$ cat src/rtl/decimator_multich.sv
// Multi-channel decimator: run-time factor, pick (last sample) or boxcar sum per group.
// Optional build macro DECIM_SIGNED_EN selects two's-complement samples with sign extension.
module decimator_multich #(
    parameter int DATA_BW   = 8,
    parameter int NUM_CH    = 4,
    parameter int MAX_DECIM = 256,
    localparam int DECIM_BW = $clog2(MAX_DECIM + 1),
    localparam int SUM_BW   = DATA_BW + $clog2(MAX_DECIM)
) (
    input  logic                       clk_i,
    input  logic                       rst_i,
    input  logic                       en_i,
    input  logic                       mode_i,
    input  logic [DECIM_BW-1:0]        decim_i,
    input  logic [NUM_CH*DATA_BW-1:0]  data_i,
    input  logic                       valid_i,
    output logic [NUM_CH*SUM_BW-1:0]   data_o,
    output logic                       valid_o,
    output logic                       busy_o
);

    function automatic logic [DECIM_BW-1:0] clamp_factor(input logic [DECIM_BW-1:0] d);
        logic [DECIM_BW-1:0] f;
        if (d <= DECIM_BW'(1)) begin
            f = DECIM_BW'(1);
        end else if (d > DECIM_BW'(MAX_DECIM)) begin
            f = DECIM_BW'(MAX_DECIM);
        end else begin
            f = d;
        end
        return f;
    endfunction

    function automatic logic [SUM_BW-1:0] ext_sample(input logic [DATA_BW-1:0] x);
`ifdef DECIM_SIGNED_EN
        return {{(SUM_BW-DATA_BW){x[DATA_BW-1]}}, x};
`else
        return {{(SUM_BW-DATA_BW){1'b0}}, x};
`endif
    endfunction

    logic [DECIM_BW-1:0]       cnt_q, cnt_d;
    logic [DECIM_BW-1:0]       factor_q, factor_d;
    logic                      mode_q, mode_d;
    logic [NUM_CH*SUM_BW-1:0]  acc_q, acc_d;
    logic [NUM_CH*SUM_BW-1:0]  data_q, data_d;
    logic                      valid_q, valid_d;
    logic                      busy_q, busy_d;

    logic                      first_s;
    logic [DECIM_BW-1:0]       eff_factor_s;
    logic                      eff_mode_s;
    logic                      last_s;
    logic [NUM_CH*SUM_BW-1:0]  grp_sum_s;
    logic [NUM_CH*SUM_BW-1:0]  pick_s;

    // Group parameters: a new group takes the live inputs, an open group keeps its latched ones
    always_comb begin
        first_s      = (cnt_q == DECIM_BW'(0));
        eff_factor_s = factor_q;
        eff_mode_s   = mode_q;
        if (first_s) begin
            eff_factor_s = clamp_factor(decim_i);
            eff_mode_s   = mode_i;
        end else begin
            eff_factor_s = factor_q;
            eff_mode_s   = mode_q;
        end
        last_s = (cnt_q == (eff_factor_s - DECIM_BW'(1)));
    end

    // Per-channel running sum including the current sample, and the extended current sample
    always_comb begin
        grp_sum_s = '0;
        pick_s    = '0;
        for (int c = 0; c < NUM_CH; c++) begin
            pick_s[c*SUM_BW +: SUM_BW] = ext_sample(data_i[c*DATA_BW +: DATA_BW]);
            if (first_s) begin
                grp_sum_s[c*SUM_BW +: SUM_BW] = pick_s[c*SUM_BW +: SUM_BW];
            end else begin
                grp_sum_s[c*SUM_BW +: SUM_BW] = acc_q[c*SUM_BW +: SUM_BW]
                                              + pick_s[c*SUM_BW +: SUM_BW];
            end
        end
    end

    // Next-state: disable discards the partial group, an accepted sample advances it
    always_comb begin
        cnt_d    = cnt_q;
        acc_d    = acc_q;
        factor_d = factor_q;
        mode_d   = mode_q;
        data_d   = data_q;
        valid_d  = 1'b0;
        if (!en_i) begin
            cnt_d = DECIM_BW'(0);
            acc_d = '0;
        end else if (valid_i) begin
            acc_d = grp_sum_s;
            if (first_s) begin
                factor_d = eff_factor_s;
                mode_d   = eff_mode_s;
            end else begin
                factor_d = factor_q;
                mode_d   = mode_q;
            end
            if (last_s) begin
                cnt_d   = DECIM_BW'(0);
                valid_d = 1'b1;
                data_d  = eff_mode_s ? grp_sum_s : pick_s;
            end else begin
                cnt_d   = cnt_q + DECIM_BW'(1);
                valid_d = 1'b0;
                data_d  = data_q;
            end
        end else begin
            cnt_d = cnt_q;
        end
        busy_d = (cnt_d != DECIM_BW'(0));
    end

    // State and registered outputs
    always_ff @(posedge clk_i or posedge rst_i) begin
        if (rst_i) begin
            cnt_q    <= DECIM_BW'(0);
            acc_q    <= '0;
            factor_q <= DECIM_BW'(1);
            mode_q   <= 1'b0;
            data_q   <= '0;
            valid_q  <= 1'b0;
            busy_q   <= 1'b0;
        end else begin
            cnt_q    <= cnt_d;
            acc_q    <= acc_d;
            factor_q <= factor_d;
            mode_q   <= mode_d;
            data_q   <= data_d;
            valid_q  <= valid_d;
            busy_q   <= busy_d;
        end
    end

    assign data_o  = data_q;
    assign valid_o = valid_q;
    assign busy_o  = busy_q;

endmodule
$ cat config.mk
export PLATFORM = sky130hd
export DESIGN_NAME = decimator_multich
export DESIGN_NICKNAME = d
export VERILOG_FILES = /design/src/rtl/decimator_multich.sv
export SDC_FILE = /design/constraint.sdc
export NUM_CORES = 1
export LEC_CHECK = 0
export ABC_AREA = 1
export CAP_MARGIN = 0
export CORE_ASPECT_RATIO = 1.1
export CORE_MARGIN = 4
export CORE_UTILIZATION = 61
export DETAILED_ROUTE_END_ITERATION = 10
export GPL_ROUTABILITY_DRIVEN = 1
export GPL_TIMING_DRIVEN = 0
export PLACE_DENSITY = 0.95
export SETUP_SLACK_MARGIN = 0.5
export SLEW_MARGIN = 30
export SYNTH_ARGS = -nofsm -noshare
export SYNTH_HDL_FRONTEND = slang
export SYNTH_SLANG_ARGS = --single-unit
export TNS_END_PERCENT = 10
$ cat constraint.sdc
create_clock -name clk_i -period 11.57 [get_ports clk_i]
set_input_delay 1.157 -clock clk_i [delete_from_list [all_inputs] [get_ports clk_i]]
set_output_delay 1.157 -clock clk_i [all_outputs]
set_load 0.02 [all_outputs]
After elaboration in Yosys (flattened, before gate mapping)

Index checks and enable logic that the tools add are counted.

Register bits: 149
Bits in latches: 0
Bits in writable memories: 0
Memory bits (read-only): 0
Bits of input ports: 46
Output and inout port bits: 66
Word-level logic and storage cells: 38
Memories: 0

Add/subtract/negate cells: 6
Multipliers: 0
Div/mod/pow operators: 0
$lt $le $gt $ge: 2
Eq/ne operators: 2
Shift operators: 0
Muxes and demuxes: 17
Bitwise operators: 0
Reduce and logical (&&, ||, !) cells: 4

Operator list:

| kind                  | number |
|---|---|
| $mux W64              | 3 |
| $add A16 B8 Y16       | 4 |
| $mux W16              | 4 |
| $mux W9               | 6 |
| $add A9 B1 Y9 const B | 1 |
| $eq A9 B9 Y1          | 1 |
| $gt A9 B9 Y1 const B  | 1 |
| $le A9 B1 Y1 const B  | 1 |
| $logic_not A9 Y1      | 1 |
| $reduce_bool A9 Y1    | 1 |
| $sub A9 B1 Y9 const B | 1 |
| $reduce_and A3 Y1     | 2 |
| $mux W1               | 4 |
| $ne A2 B1 Y1 const B  | 1 |

Longest topological paths before layout

Gate-level depths: netlist (run 1).

Depth after elaboration: 10
Depth in mapped cells: 25
Gate-level depth less buffers: 23

Worst setup path after synthesis (run 1)

OpenSTA, ideal clock, no wires.

Path type: input-to-reg
From: in decim_i[8]
To: reg data_q[32], in the netlist data_o[32]
Setup time: 0.123 ns
Arrival: 3.122 ns
Required time: 11.447 ns
Path slack: 8.325 ns
Cell stages on the path: 20
Buffers on the path: 2
Cell sequence: inv_1 nand2_1 nor2_1 nand2_1 nand3_2 nand2_2 ha_1 xnor2_1 a21oi_1 nand3_1 nor2_1 nand2_1 nor2_2 nand2_2 nor2_8 inv_2 buf_6 buf_6 nand2_1 o21ai_2

Word-level cells in the longest chain between the ends: 7
Elaborated cells on any way between the ends: 8
Classes of those cells: add/sub (1); order compare (2); eq/ne (1); mux (3); reduce/logical (1)

Ends and longest elaborated chain:

| item                            | line | source |
|---|---|---|
| start: declaration              | 14   | `input logic [DECIM_BW-1:0] decim_i,` |
| $gt A9 B9 Y1                    | 26   | `end else if (d > DECIM_BW'(MAX_DECIM)) begin` |
| $mux W9                         | 26   |  |
| $mux W9 (*)                     | 24   | `if (d <= DECIM_BW'(1)) begin` |
| $mux W9 (*)                     | 62   | `if (first_s) begin` |
| $sub A9 B1 Y9 (*)               | 69   | `last_s = (cnt_q == (eff_factor_s - DECIM_BW'(1)));` |
| $eq A9 B9 Y1 (*)                | 69   |  |
| $reduce_and A3 Y1 (no line) (*) | -    |  |
| end signal: assignment          | 137  | `data_q <= data_d;` |
| end: declaration                | 46   | `logic [NUM_CH*SUM_BW-1:0] data_q, data_d;` |

Every way passes the cells marked *; elsewhere a longest branch is shown, timed or not.
A chain may end at the register's enable or synchronous reset.

Worst setup path after layout (run 1)

From: in decim_i[8]
To: reg data_q[10], in the netlist data_o[10]

The elaborated chain is that of the path after synthesis.

==> results of run 1 <==
==> final cells by class <==
class | count | area (um2)
well taps | 192 | 240
clock buffers | 18 | 439
clock inverters | 14 | 199
plain buffers | 43 | 254
inverters | 124 | 473
multi-input cells | 858 | 4480
fillers | 930 | 3430
flip-flops and latches | 149 | 3730
repair buffers | 112 | 1140
==> flip-flops by register name (all words and copies together) (netlist names) <==
register / flops
factor_q: 9
busy_o: 1
cnt_q: 9
valid_o: 1
mode_q: 1
acc_q: 64
data_o: 64
==> metal layers <==
layer  global-route usage  wire length [um]
met4                0.209              1540
met3               0.0649              2340
met1                0.393              9910
met2                0.539             12700
met5                    0                 0
==> power by group <==
group | total (mW) | internal, mW | switching (mW)
Combinational | 0.484 | 0.185 | 0.299
Sequential | 0.613 | 0.576 | 0.0369
Clock | 0.606 | 0.369 | 0.238
==> cells in the final DEF, fill, tap and decap left out, types with 3 or more instances in the layout <==
| master | count |
|---|---|
| sky130_fd_sc_hd__nand4_1 | 3 |
| sky130_fd_sc_hd__nand2_4 | 3 |
| sky130_fd_sc_hd__o21ai_1 | 43 |
| sky130_fd_sc_hd__inv_6 | 3 |
| sky130_fd_sc_hd__o21ai_2 | 22 |
| sky130_fd_sc_hd__inv_1 | 115 |
| sky130_fd_sc_hd__xor2_1 | 5 |
| sky130_fd_sc_hd__o22ai_1 | 13 |
| sky130_fd_sc_hd__or2_2 | 12 |
| sky130_fd_sc_hd__clkdlybuf4s50_1 | 111 |
| sky130_fd_sc_hd__clkinvlp_4 | 4 |
| sky130_fd_sc_hd__a21o_1 | 3 |
| sky130_fd_sc_hd__clkbuf_16 | 17 |
| sky130_fd_sc_hd__nand3_1 | 61 |
| sky130_fd_sc_hd__nor2_2 | 5 |
| sky130_fd_sc_hd__xnor2_1 | 4 |
| sky130_fd_sc_hd__clkbuf_1 | 27 |
| sky130_fd_sc_hd__buf_6 | 12 |
| sky130_fd_sc_hd__a21oi_1 | 49 |
| sky130_fd_sc_hd__dfrtp_1 | 148 |
| sky130_fd_sc_hd__nand2_2 | 16 |
| sky130_fd_sc_hd__fa_1 | 4 |
| sky130_fd_sc_hd__ha_1 | 35 |
| sky130_fd_sc_hd__nor3_1 | 14 |
| sky130_fd_sc_hd__inv_2 | 7 |
| sky130_fd_sc_hd__o21ai_0 | 139 |
| sky130_fd_sc_hd__nor2_1 | 64 |
| sky130_fd_sc_hd__bufinv_16 | 4 |
| sky130_fd_sc_hd__nand2_1 | 328 |
==> stage by stage <==
stage | utilization | hold WS [ns] | cell area [um2] | setup WS [ns]
after floorplan | - | 0.444 | 8930 | 6.41
after global placement | 0.715 | 0.457 | 10300 | 4.42
after detailed placement | 0.717 | 0.465 | 10300 | 7.32
after CTS | 0.761 | 0.480 | 11000 | 7.74
after global routing | 0.761 | 0.497 | 11000 | 7.44
final | 0.761 | 0.479 | 11000 | 7.67
==> kinds of logic after synthesis <==
logic type / count (synthesis)
buffers and inverters: 167
AOI/OAI and AO/OA: 288
and+or+nand+nor: 520
muxes: 2
DFF: 149
adders and majority gates: 39
xor gates and xnor gates: 9
==> worst max-delay path by stage <==
stage,to,cells past startpoint,startpoint
after global placement,data_o[46]$_DFFE_PP0P_,2,rst_i
final,data_o[10]$_DFFE_PP0P_,17,decim_i[8]
after global routing,data_o[5]$_DFFE_PP0P_,21,decim_i[8]
after floorplan,acc_q[0]$_DFFE_PP0P_,1,rst_i
after detailed placement,data_o[5]$_DFFE_PP0P_,21,decim_i[8]
after CTS,data_o[21]$_DFFE_PP0P_,21,decim_i[8]
==> critical path, delay by kind of cell <==
family / cells / cell delay (ns)
xor+xnor: 1 / 0.13
compound gates: 2 / 0.35
simple gates: 10 / 1.25
buf+inv: 3 / 1.03
fa+ha+maj: 1 / 0.31
==> summary.txt, run 1 <==
Outcome
  – Outcome: finished, final reports clean

Final layout
  – Net count, final: 1,390
  – Number of diodes: 0
  – Area grow syn2layout: 22.7%
  – Post-layout instance count excluding filler cells: 1,510
  – Fraction of layout instances using a drive strength above 1: 0.0933

Drt
  – Routed length per placed instance: 17.6 um
  – WL final: 26.5 mm
  – Initial DRC Count: 798
  – DRT Pass-1 Iters: 6
  – Routed via count divided by cell count: 5.99
  – Post-route DRC violation count: 0
  – Detail Route Antenna Nets: 0
  – Via count: 9,044

Synthesis
  – Gate count of the mapped netlist: 1,174
  – Share of synthesized area spent on multiplexers: 0.00224
  – Share of the synthesized netlist area taken by xor and xnor gates: 0.00882
  – Largest family of logic cells by synthesized area: simple AND/OR/NAND/NOR gates
  – Syn. warnings: 0
  – Compound-gate portion of the synthesized area: 0.180
  – Dominant cell type by area after synthesis: sky130_fd_sc_hd__dfrtp_1
  – Net Count, Synth: 1,259
  – Share of the yosys chip area belonging to registers: 0.418
  – Post-Synth Adder-Cell Area: 0.0580
  – Number of synthesized flops with an enable pin: 0
  – Post-Syn Area per Cell: 7.61 um2
  – Seq cells post-synth: 149
  – Post-synth ARST share: 1.00
  – Dominant register cell in the synthesized netlist: sky130_fd_sc_hd__dfrtp_1
  – Top cells by area in the synthesized netlist: sky130_fd_sc_hd__dfrtp_1, sky130_fd_sc_hd__nand2_1, sky130_fd_sc_hd__o21ai_0, sky130_fd_sc_hd__ha_1, sky130_fd_sc_hd__inv_1
  – Fraction of the mapped netlist area in simple logic gates: 0.253
  – Summed instance area of the synthesized netlist: 8930 um2
  – Share of the synthesized area in the top cell type: 0.415
  – Most repeated cell in the gate-level netlist after synthesis: sky130_fd_sc_hd__nand2_1
  – Count of distinct cell types in the synthesized netlist: 52
  – Commonest cells in the synthesized netlist: sky130_fd_sc_hd__nand2_1, sky130_fd_sc_hd__dfrtp_1, sky130_fd_sc_hd__o21ai_0

Critical path
  – Crit path max-delay cell type: sky130_fd_sc_hd__clkdlybuf4s50_1
  – Data arrival time of the worst path: 4.25 ns
  – Most repeated library cell on the critical path: sky130_fd_sc_hd__nand2_1
  – Kind of end point of the critical path: flop
  – Worst path cell trace: clkdlybuf4s50_1, inv_1, nand2_1, nor2_1, nand2_1, nand3_2, nand2_2, ha_1, xnor2_1, a21oi_1, nand3_1, nor2_1, nand2_1, nor2_2, nand3_1, clkbuf_1, o21ai_1
  – Worst setup path category: input pin to flop
  – Reg-to-Reg End: data_o[10]$_DFFE_PP0P_
  – Reg-to-reg slack, setup: 8.03 ns
  – Critical register-to-register path startpoint: cnt_q[0]$_DFF_PP0_
  – Req. time, crit path: 11.92 ns
  – Worst Setup Start Kind: input pin
  – Crit path max fanout: 10
  – Depth of the worst register-to-register path: 18
  – Longest individual stage delay on the worst path: 0.51 ns

Pwr
  – Power per cell area: 156 nW/um2
  – Design Power: 1.70 mW
  – Max rail drop VDD: 0.102 mV
  – P_leak: 5.17 nW

Floorplan
  – Number of I/O pins: 112
  – Floorplan die area: 16,600 um2
  – Core outline area: 14,400 um2
  – Initial Utilization: 0.621
  – Cell row count: 46
  – Horizontal die dimension: 123 um
  – Die span in y: 135 um

Min path
  – Worst Hold Endpoint: data_o[23]$_DFFE_PP0P_
  – Count of cells along the worst hold path: 2
  – Worst Hold Class: flop to flop
  – Worst hold path startpoint: data_o[23]$_DFFE_PP0P_

Clock network
  – Buffer depth of the longest clock path: 2
  – CTS Buf Count: 17
  – TritonCTS sink count: 149
  – Root cell of the clock tree: sky130_fd_sc_hd__clkbuf_16
  – Clock tree from TritonCTS: yes
  – Post-CTS Repair Setup Buffers: 0
  – Post-CTS sizing: 0
  – Worst skew pair latency: 0.44 ns
  – CTS H-tree depth: 4
  – # hold bufs at CTS: 0
  – Clk pin slew, worst setup/hold paths: 0.06 ns

Global routing
  – Total routing resource utilization after global routing: 0.329
  – Antenna violations before repair: 0
  – Vias in the first global route: 9,123
  – Global-route wire length before repair: 43.1 mm
  – Total grt overflow: 0
  – Largest net degree at the start of global routing: 87

STA
  – Number of max-slew violations in the final report: 0
  – Final number of setup-violating endpoints: 0
  – RSZ-0062 raised after global routing: false
  – Actual transition at the worst max-transition pin: 0.725 ns
  – Headroom to the max-slew limit: 0.516
  – Setup TNS: 0 ns
  – Setup skew after layout: 0.00888 ns
  – Clock period minus worst slack: 3.90 ns
  – Final Hold Fails: 0
  – Maximum frequency from static timing analysis: 0.256 GHz
  – Final period utilization: 0.337

Flow run
  – MaxCap Viol Count: 0

Placed design
  – HPWL after DPL: 18.2 mm
  – Placed cell count: 1,478
  – Routability congestion estimate from global placement: 0.902
  – Quantity of I/O buffers inserted on ports: 111
Note: power is estimated with default switching activity, not from simulation.
==> run 2, diff against run 1 <==
--- a/config.mk
+++ b/config.mk
@@ -9,11 +9,11 @@
 export CAP_MARGIN = 0
 export CORE_ASPECT_RATIO = 1.1
 export CORE_MARGIN = 4
-export CORE_UTILIZATION = 61
+export CORE_UTILIZATION = 51
 export DETAILED_ROUTE_END_ITERATION = 10
 export GPL_ROUTABILITY_DRIVEN = 1
 export GPL_TIMING_DRIVEN = 0
-export PLACE_DENSITY = 0.95
+export PLACE_DENSITY = 0.89
 export SETUP_SLACK_MARGIN = 0.5
 export SLEW_MARGIN = 30
 export SYNTH_ARGS = -nofsm -noshare
==> constraint.sdc (replaced) <==
create_clock -name clk_i -period 3.5 [get_ports clk_i]
set_input_delay 0.35 -clock clk_i [delete_from_list [all_inputs] [get_ports clk_i]]
set_output_delay 0.35 -clock clk_i [all_outputs]
set_load 0.02 [all_outputs]
==> run 2 against run 1 <==
- the run now ends with design-rule violations left
- flip-flop and latch count did not move
- routed wire length is 6.5% higher
- first-iteration DRC count up 11%
- design area grew 7.9%
- sequential share of layout area decreased by 2.5 points
- non-clock buffer count is 37 higher
- setup slack worse by 7.3 ns
- hold slack got worse by 0.19 ns
- sequential power grew to 3.3 times the previous value
- critical path type is now flop to flop
- critical endpoint is now data_o[50]$_DFFE_PP0P_
- largest cell class unchanged
==> summary.txt, run 2 (same netlist as run 1, synthesis figures left out) <==
Min path
  – Worst Hold Class: input pin to async pin

Drt
  – Initial DRC Count: 889
  – WL final: 28.2 mm
  – Routed via count divided by cell count: 5.81
  – Post-route DRC violation count: 1
  – Routed length per placed instance: 17.8 um
  – Detail Route Antenna Nets: 0
  – Via count: 9,244
  – DRT Pass-1 Iters: 10

Global routing
  – Antenna violations before repair: 1
  – Total routing resource utilization after global routing: 0.277
  – Largest net degree at the start of global routing: 31
  – Total grt overflow: 0
  – Vias in the first global route: 9,004
  – Global-route wire length before repair: 44.2 mm

Floorplan
  – Cell row count: 50
  – Number of I/O pins: 112
  – Initial Utilization: 0.521
  – Core outline area: 17,100 um2
  – Die span in y: 147 um
  – Horizontal die dimension: 134 um
  – Floorplan die area: 19,700 um2

STA
  – Crit path setup slack, layout: 0.325 ns
  – Setup skew after layout: 0.00718 ns
  – Setup TNS: 0 ns
  – Clock period minus worst slack: 3.17 ns
  – Number of max-slew violations in the final report: 0
  – Final period utilization: 0.907
  – Final hold slack: 0.291 ns
  – Actual transition at the worst max-transition pin: 0.738 ns
  – Final number of setup-violating endpoints: 0
  – Maximum frequency from static timing analysis: 0.315 GHz
  – RSZ-0062 raised after global routing: true
  – Headroom to the max-slew limit: 0.508
  – Final Hold Fails: 0

Final layout
  – Post-layout instance count excluding filler cells: 1,590
  – Number of filler instances in the final layout: 1,224
  – Design Area, Final: 11,800 um2
  – Most common cell after layout, fill and taps aside: sky130_fd_sc_hd__nand2_1
  – Fraction of layout instances using a drive strength above 1: 0.151
  – Area taken by multi-input logic gates: 4690 um2
  – Commonest non-fill, non-tap cells in the layout: sky130_fd_sc_hd__nand2_1, sky130_fd_sc_hd__dfrtp_1, sky130_fd_sc_hd__o21ai_0
  – Area used by sequential logic in the layout: 3730 um2
  – Net count, final: 1,427
  – Area grow syn2layout: 32.4%
  – Layout Utilization: 0.690

Critical path
  – Data arrival time of the worst path: 3.49 ns
  – Req. time, crit path: 3.81 ns
  – Worst setup startpoint: cnt_q[0]$_DFF_PP0_
  – Crit path max fanout: 8
  – Kind of end point of the critical path: flop
  – Worst Setup Start Kind: flop
  – Critical register-to-register path startpoint: cnt_q[0]$_DFF_PP0_
  – Reg-to-reg slack, setup: 0.33 ns
  – Depth of the worst register-to-register path: 23
  – Reg-to-Reg End: data_o[50]$_DFFE_PP0P_
  – Worst setup path category: flop to flop

Clock network
  – TritonCTS sink count: 149
  – # hold bufs at CTS: 0
  – Clk pin slew, worst setup/hold paths: 0.06 ns
  – Worst skew pair latency: 0.44 ns
  – Root cell of the clock tree: sky130_fd_sc_hd__clkbuf_16
  – CTS Buf Count: 17
  – Clock tree from TritonCTS: yes
  – CTS H-tree depth: 4
  – Buffer depth of the longest clock path: 2

Pwr
  – Max rail drop VDD: 0.387 mV
  – Design Power: 5.91 mW
  – P_leak: 5.57 nW
  – Power per cell area: 499 nW/um2

Placed design
  – Post-Place Cell Area: 10,400 um2
  – HPWL after DPL: 18.1 mm
  – Quantity of I/O buffers inserted on ports: 111
  – Pre-CTS setup slack: 0.0253 ns
  – Routability congestion estimate from global placement: 0.907
  – Placed cell count: 1,524

Outcome
  – Outcome: finished, violations left
  – Violations in the final reports: design-rule violations

Flow run
  – MaxCap Viol Count: 0
[run 2: cell count changes in the layout (fill, tap and decap cells not counted), moves of 4 or more]
| cell | delta |
|---|---|
| sky130_fd_sc_hd__nand2_1 | -21 |
| sky130_fd_sc_hd__buf_12 | +10 |
| sky130_fd_sc_hd__inv_1 | -5 |
| sky130_fd_sc_hd__o21ai_2 | +4 |
| sky130_fd_sc_hd__clkbuf_16 | +5 |
| sky130_fd_sc_hd__buf_4 | +23 |
| sky130_fd_sc_hd__o21ai_1 | -4 |
| sky130_fd_sc_hd__buf_8 | +5 |
| sky130_fd_sc_hd__nand2_4 | +13 |
| sky130_fd_sc_hd__buf_6 | -6 |
| sky130_fd_sc_hd__nand2_2 | +8 |
[run 2: report_power, final]
part | internal (mW) | switching (mW) | total [mW]
Sequential | 1.91 | 0.135 | 2.04
Clock | 1.37 | 0.752 | 2.12
Combinational | 0.705 | 1.04 | 1.74
[run 2: worst max-delay path: stages (launching register included)]
cell	delay, ns
sky130_fd_sc_hd__dfrtp_1	0.40
sky130_fd_sc_hd__inv_2	0.09
sky130_fd_sc_hd__ha_4	0.14
sky130_fd_sc_hd__nand2_2	0.07
sky130_fd_sc_hd__nor2_4	0.17
sky130_fd_sc_hd__nand2_2	0.09
sky130_fd_sc_hd__buf_8	0.15
sky130_fd_sc_hd__nand2_4	0.07
sky130_fd_sc_hd__nand2_4	0.06
sky130_fd_sc_hd__ha_4	0.22
sky130_fd_sc_hd__xnor2_2	0.14
sky130_fd_sc_hd__a21oi_2	0.12
sky130_fd_sc_hd__nand3_1	0.10
sky130_fd_sc_hd__nor2_1	0.12
sky130_fd_sc_hd__nand2_1	0.10
sky130_fd_sc_hd__nor2_4	0.14
sky130_fd_sc_hd__nand2_4	0.09
sky130_fd_sc_hd__nor2_8	0.12
sky130_fd_sc_hd__inv_4	0.06
sky130_fd_sc_hd__buf_6	0.13
sky130_fd_sc_hd__clkbuf_16	0.17
sky130_fd_sc_hd__buf_8	0.13
sky130_fd_sc_hd__nand2_1	0.09
sky130_fd_sc_hd__o21ai_2	0.06
[run 2: how the worst max path moves through the flow]
stage	end	slack (ns)	depth (start not counted)
floorplan	data_o[32]$_DFFE_PP0P_	0.64	23
CTS	data_o[51]$_DFFE_PP0P_	0.45	24
global placement	data_o[50]$_DFFE_PP0P_	-0.02	2
detailed placement	data_o[44]$_DFFE_PP0P_	0.03	21
global route	data_o[50]$_DFFE_PP0P_	0.21	23
finish	data_o[50]$_DFFE_PP0P_	0.33	23
[run 2: timing repair]
item | CTS | global route
setup endpoints to repair | 66 | 73
resized for setup | 40 | 49
buffers inserted | 14 | 11
gates cloned | 3 | 5
pin swaps | 13 | 18
[run 2: metal layers]
| layer | share of wire | routed length [um] | global-route usage |
|---|---|---|---|
| met2 | 0.48 | 13700 | 0.461 |
| met4 | 0.055 | 1570 | 0.148 |
| met1 | 0.38 | 10700 | 0.335 |
| met3 | 0.081 | 2280 | 0.0599 |
| met5 | 0 | 0 | 0 |
[run 2: area by class of cell]
class	instances	area share
Multi-Input combinational cell	858	0.397
Sequential cell	149	0.316
Timing Repair Buffer	149	0.138
Inverter	124	0.0404
Clock buffer	19	0.0383
Buffer	43	0.0270
Tap cell	234	0.0248
Clock inverter	13	0.0193
Antenna cell	1	0.000212
